## src/rtl/rca_sum_acc_if.sv

```systemverilog
// rca_sum_acc_if: handshake bundle between the rca sum stream, the block accumulator and its consumer
// Parameters: IN_W sample width, BLOCK_LEN samples per block, ACC_W accumulator width.
// Signals:
//   start                  one-cycle block start request
//   in_valid/in_ready      sample handshake, in_sum carries the IN_W-bit adder sum
//   out_valid/out_ready    result handshake, out_acc/out_carries carry the block result
//   busy                   accumulator is not idle
//   out_ovf                sticky accumulator wrap flag (only with RCA_SUM_ACC_OVF_EN)
// Modports: master drives samples/start/out_ready, slave is the accumulator.
interface rca_sum_acc_if #(
    parameter int IN_W      = 9,
    parameter int BLOCK_LEN = 16,
    parameter int ACC_W     = 13
);
    localparam int CNT_W = $clog2(BLOCK_LEN + 1);
    logic             start;
    logic             in_valid;
    logic [IN_W-1:0]  in_sum;
    logic             in_ready;
    logic             out_valid;
    logic             out_ready;
    logic [ACC_W-1:0] out_acc;
    logic [CNT_W-1:0] out_carries;
    logic             busy;
`ifdef RCA_SUM_ACC_OVF_EN
    logic             out_ovf;
`endif
    modport master (
        output start, in_valid, in_sum, out_ready,
`ifdef RCA_SUM_ACC_OVF_EN
        input  out_ovf,
`endif
        input  in_ready, out_valid, out_acc, out_carries, busy
    );
    modport slave (
        input  start, in_valid, in_sum, out_ready,
`ifdef RCA_SUM_ACC_OVF_EN
        output out_ovf,
`endif
        output in_ready, out_valid, out_acc, out_carries, busy
    );
endinterface

```

## src/rtl/rca_sum_acc.sv

```systemverilog
// rca_sum_acc: accumulates fixed-length blocks of rca sums and counts samples with the carry bit set
// Ports:
//   clk    rising-edge clock
//   reset  asynchronous active-low reset, clears all state and discards a partial block
//   bus    rca_sum_acc_if.slave: start, in_valid/in_sum/in_ready, out_valid/out_ready,
//          out_acc, out_carries, busy (and out_ovf)
// Optional feature: define RCA_SUM_ACC_OVF_EN to add the sticky out_ovf wrap flag.
module rca_sum_acc #(
    parameter int IN_W      = 9,
    parameter int BLOCK_LEN = 16,
    parameter int ACC_W     = 13
) (
    input  logic         clk,
    input  logic         reset,
    rca_sum_acc_if.slave bus
);
    localparam int CNT_W = $clog2(BLOCK_LEN + 1);

    typedef enum logic [1:0] {IDLE, ACCUM, HOLD} state_t;

    state_t           state_q, state_d;
    logic [ACC_W-1:0] acc_q, acc_d;
    logic [CNT_W-1:0] car_q, car_d;
    logic [CNT_W-1:0] cnt_q, cnt_d;
    logic             clr, take, last;

`ifdef RCA_SUM_ACC_OVF_EN
    logic             ovf_q, ovf_d;
    // One extra bit captures the carry out of the accumulator MSB.
    logic [ACC_W:0]   sum_w;
    assign sum_w = {1'b0, acc_q} + (ACC_W+1)'(bus.in_sum);
`else
    logic [ACC_W-1:0] sum_w;
    assign sum_w = acc_q + ACC_W'(bus.in_sum);
`endif

    assign clr  = state_q == IDLE && bus.start;
    assign take = state_q == ACCUM && bus.in_valid;
    assign last = cnt_q == CNT_W'(BLOCK_LEN - 1);

    always_comb begin
        state_d = state_q;
        acc_d   = acc_q;
        car_d   = car_q;
        cnt_d   = cnt_q;
`ifdef RCA_SUM_ACC_OVF_EN
        ovf_d   = ovf_q;
`endif
        if (clr) begin
            state_d = ACCUM;
            acc_d   = '0;
            car_d   = '0;
            cnt_d   = '0;
`ifdef RCA_SUM_ACC_OVF_EN
            ovf_d   = 1'b0;
`endif
        end else if (take) begin
            // The final sample's update and the move to HOLD share one edge.
            state_d = last ? HOLD : ACCUM;
            acc_d   = sum_w[ACC_W-1:0];
            car_d   = car_q + CNT_W'(bus.in_sum[IN_W-1]);
            cnt_d   = cnt_q + CNT_W'(1);
`ifdef RCA_SUM_ACC_OVF_EN
            ovf_d   = ovf_q | sum_w[ACC_W];
`endif
        end else if (state_q == HOLD && bus.out_ready) begin
            state_d = IDLE;
        end
    end

    always_ff @(posedge clk or negedge reset) begin
        if (!reset) begin
            state_q <= IDLE;
            acc_q   <= '0;
            car_q   <= '0;
            cnt_q   <= '0;
`ifdef RCA_SUM_ACC_OVF_EN
            ovf_q   <= 1'b0;
`endif
        end else begin
            state_q <= state_d;
            acc_q   <= acc_d;
            car_q   <= car_d;
            cnt_q   <= cnt_d;
`ifdef RCA_SUM_ACC_OVF_EN
            ovf_q   <= ovf_d;
`endif
        end
    end

    assign bus.in_ready    = state_q == ACCUM;
    assign bus.out_valid   = state_q == HOLD;
    assign bus.busy        = state_q != IDLE;
    assign bus.out_acc     = acc_q;
    assign bus.out_carries = car_q;
`ifdef RCA_SUM_ACC_OVF_EN
    assign bus.out_ovf     = ovf_q;
`endif
endmodule

```

## src/flat_wrapper.sv

```systemverilog
// flat-port wrapper written by rule: the top's interface ports become plain ports
module rca_sum_acc_flat 
#(
    parameter int IN_W      = 9,
    parameter int BLOCK_LEN = 16,
    parameter int ACC_W     = 13
)
  (clk, reset, bus_start, bus_in_valid, bus_in_sum, bus_out_ready, bus_in_ready, bus_out_valid, bus_out_acc, bus_out_carries, bus_busy);
  rca_sum_acc_if #(.IN_W(IN_W), .BLOCK_LEN(BLOCK_LEN), .ACC_W(ACC_W)) bus_i ();
  input  logic clk;
  input  logic reset;
  input wire logic [$bits(bus_i.start)-1:0] bus_start;
  input wire logic [$bits(bus_i.in_valid)-1:0] bus_in_valid;
  input wire logic [$bits(bus_i.in_sum)-1:0] bus_in_sum;
  input wire logic [$bits(bus_i.out_ready)-1:0] bus_out_ready;
  output wire logic [$bits(bus_i.in_ready)-1:0] bus_in_ready;
  output wire logic [$bits(bus_i.out_valid)-1:0] bus_out_valid;
  output wire logic [$bits(bus_i.out_acc)-1:0] bus_out_acc;
  output wire logic [$bits(bus_i.out_carries)-1:0] bus_out_carries;
  output wire logic [$bits(bus_i.busy)-1:0] bus_busy;
  assign bus_i.start = bus_start;
  assign bus_i.in_valid = bus_in_valid;
  assign bus_i.in_sum = bus_in_sum;
  assign bus_i.out_ready = bus_out_ready;
  assign bus_in_ready = bus_i.in_ready;
  assign bus_out_valid = bus_i.out_valid;
  assign bus_out_acc = bus_i.out_acc;
  assign bus_out_carries = bus_i.out_carries;
  assign bus_busy = bus_i.busy;
  rca_sum_acc #(.IN_W(IN_W), .BLOCK_LEN(BLOCK_LEN), .ACC_W(ACC_W)) u_core (.clk(clk), .reset(reset), .bus(bus_i));
endmodule
```

## config.mk

```make
export PLATFORM = sky130hd
export DESIGN_NAME = rca_sum_acc_flat
export DESIGN_NICKNAME = d
export VERILOG_FILES = /design/src/rtl/rca_sum_acc_if.sv /design/src/rtl/rca_sum_acc.sv /design/src/flat_wrapper.sv
export SDC_FILE = /design/constraint.sdc
export NUM_CORES = 1
export LEC_CHECK = 0
export BUFFER_PORTS_ARGS = -buffer_cell sky130_fd_sc_hd__buf_4
export CAP_MARGIN = 5
export CELL_PAD_IN_SITES_DETAIL_PLACEMENT = 0
export CELL_PAD_IN_SITES_GLOBAL_PLACEMENT = 1
export CORE_AREA = 2 2 71 73
export CTS_CLUSTER_DIAMETER = 80
export DETAILED_ROUTE_END_ITERATION = 12
export DIE_AREA = 0 0 73 75
export PLACE_DENSITY_LB_ADDON = 0.2
export SLEW_MARGIN = 20
export SYNTH_ARGS = -nofsm -noshare
export SYNTH_HDL_FRONTEND = slang
export SYNTH_SLANG_ARGS = --single-unit
```

## constraint.sdc

```tcl
create_clock -name clk -period 6.1 [get_ports clk]
set_input_delay 0.915 -clock clk [delete_from_list [all_inputs] [get_ports clk]]
set_output_delay 0.915 -clock clk [all_outputs]
set_load 0.01 [all_outputs]
```

==> results.ini <==
[yosys]
synth-seq-cells = 25
synth_most_common_cell = dfrtp_1
ys_top_cells_by_count = 25 x dfrtp_1, 20 x nand2_1, 17 x nor2_1
synth_nets = 193
synth_edf_count = 0
ys_seq_area_share_pct = 39.3
synthArstFlopShare_pct = 100
syn_area_um2 = 1590
synth_flop_cell = dfrtp_1
avgSynthCellArea_um2 = 9.65
ys_types = 45
yosysWarnings = 0
yosys-top-cells-area = dfrtp_1 39%, ha_1 10%, xor2_1 6.0%
netlist_instances = 165
synth_top_area_share_pct = 39.3
synth_top_cell_by_area = dfrtp_1

[timing]
slew_headroom_pct = 33.4
min_period_ps = 2540
setup_viol = 0
period_share_pct = 41.6
fin_ws_ps = 3560
drv_slew = 0
rsz0062_at_grt = no
fin_skew_ps = 5.44
worst_pin_slew_ps = 995
setup-tns-final_ps = 0
hold_viol = 0
fmax_mhz = 394

[cells_and_area]
antenna_cells = 0
fin_nets = 228
fill_cells = 457
drive_gt1_share_pct = 22.6
syn_to_final_growth_pct = 21.8
multiInputGateArea_um2 = 922
seq_area_um2 = 626

[floorplan]
rows = 25
die_w_um = 73
die_h_um = 75
num_io_pins = 35
core_area_um2 = 4660
start_util_pct = 34.2
dieArea_um2 = 5480

[hold_path]
hold_depth = 2
min_from = u_core.cnt_q[4]
hold_end = u_core.cnt_q[4]
hp-class = flip-flop to flip-flop

[clock_network]
clk_pin_slew_worst_paths_ps = 100
cts_buffers = 3
holdBufCountCts = 0
cts_resized = 0
clock-sinks = 25
root_buffer = clkbuf_8
worstSkewPairLatency_ps = 270
postCtsSetupBuffers = 0
htreeDepth = 1
tritoncts = built
clock_path_buffers = 2

[place]
pre_cts_ws_ps = 3280
io_buffer_count = 34
place_hpwl_mm = 2.82
gp_congestion = 0.833

[critical_path]
crit_type = input port to flip-flop
worst_setup_path_end_kind = flip-flop
cp-start-kind = input port
r2r_slack_ps = 3870
arrival_ps = 2670
r2r_cells = 7
r2r-start = u_core.bus.out_acc[0]
critical_path_required_ps = 6240
critPathMaxFanout = 4
reg2reg_to = u_core.bus.out_acc[8]

[detailed_routing]
num_vias = 1338
dr.pass1.iters = 4
wl_mm = 3.79
drt-vias-per-instance = 5.29
drcViolationCount = 0
first_iter_violations = 35
routedWlPerCell_um = 15.0
antenna_left = 0

[grt]
antenna_found_initial = 0
grt_pass1_vias = 1321
grt_pass1_wl_mm = 6.19
gr-usage-all-layers_pct = 14.4
grt_overflow_total = 0
grt_use_met2_pct = 24.7
grtUsageMet1_pct = 18.9
grt.busiest_layer = met2
grt_max_degree = 26
grt_use_met3_pct = 1.87

[flow_run]
cap_violations = 0

[power]
leakagePower_nw = 0.920
ir_drop_uv = 183
power.density_nw_per_um2 = 516

[status]
outcome = completed

[area by class of cell]
type                       count  area share [%]
multi-input combinational    131            47.5
sequential                    25            32.3
timing repair buffer          35            13.5
tap                           54            3.48
clock buffer                   3            2.13
inverter                       4           0.774
clock inverter                 1           0.258
[how the worst max path moves through the flow]
stage	start	end	slack, ps	cells after the start
2_1_floorplan	bus_in_sum[0]	u_core.bus.out_acc[8]	3560	7
3_3_place_gp	bus_in_sum[0]	u_core.bus.out_acc[8]	3320	8
3_5_place_dp	bus_in_sum[0]	u_core.bus.out_acc[8]	3280	8
4_1_cts	bus_in_sum[0]	u_core.bus.out_acc[8]	3560	8
5_1_grt	bus_in_sum[0]	u_core.bus.out_acc[8]	3450	8
6_report	bus_in_sum[0]	u_core.bus.out_acc[8]	3560	8
[stage by stage]
stage / area [µm²] / cells / hold WS [ps] / total power, mW / utilization (%)
after floorplan: 1590 / 165 / 450 / 0.707 / -
after global placement: 1890 / 249 / 462 / 0.890 / 40.6
after detailed placement: 1890 / 249 / 482 / 0.904 / 40.6
after CTS: 1940 / 253 / 501 / 1.01 / 41.6
after global routing: 1940 / 253 / 528 / 1.09 / 41.6
final: 1940 / 253 / 505 / 1.00 / 41.6
[cells in the final DEF, fill, tap and decap left out, types with 2 or more instances in the layout]
cell type	netlist	layout
ha_1	13	13
a21o_1	3	3
a211oi_1	2	2
buf_4	0	35
nand2_1	20	20
o211ai_1	3	3
nand3b_1	2	2
a21oi_1	7	7
o21ai_0	11	11
and3_1	2	2
a22o_1	5	5
dfrtp_1	25	25
nand4_1	4	4
nand3_1	2	2
o21bai_1	2	2
and2_1	2	2
clkbuf_8	0	3
xor2_1	11	11
nor2_1	17	17
o31ai_1	2	2
inv_1	4	4
[layer usage]
layer	wire length [µm]	vias to the layer above
met5	0	-
met4	36	0
met3	104	4
met2	1840	28
met1	1810	635
li1	-	671
[logic make-up after synthesis]
| kind of cell | Yosys count | synth area share [%] |
|---|---|---|
| AND/OR/NAND/NOR | 58 | 17.8 |
| AO/OA/AOI/OAI | 46 | 21.4 |
| flip-flops | 25 | 39.3 |
| adder cells (fa/ha/maj) | 14 | 11.5 |
| XOR/XNOR | 12 | 6.60 |
| buffers and inverters | 9 | 2.83 |
| multiplexers | 1 | 0.628 |
[power by group]
part | switching [mW] | internal (mW) | total [mW] | leakage [nW]
sequential | 0.0770 | 0.241 | 0.318 | 0.307
combinational | 0.312 | 0.269 | 0.581 | 0.587
clock | 0.0559 | 0.0457 | 0.102 | 0.0255
[worst max-delay path, stage by stage]
cell and delay [ps]:
buf_4 110, ha_1 210, fa_1 430, a211oi_2 370, nor2_1 130, o41ai_2 260
xor2_1 160, o21ai_0 80
[registers in the layout, indices dropped and copies added (netlist names)]
register                count
u_core.state_q              2
u_core.bus.out_acc         13
u_core.bus.out_carries      5
u_core.cnt_q                5
(Power assumes the default switching activity.)
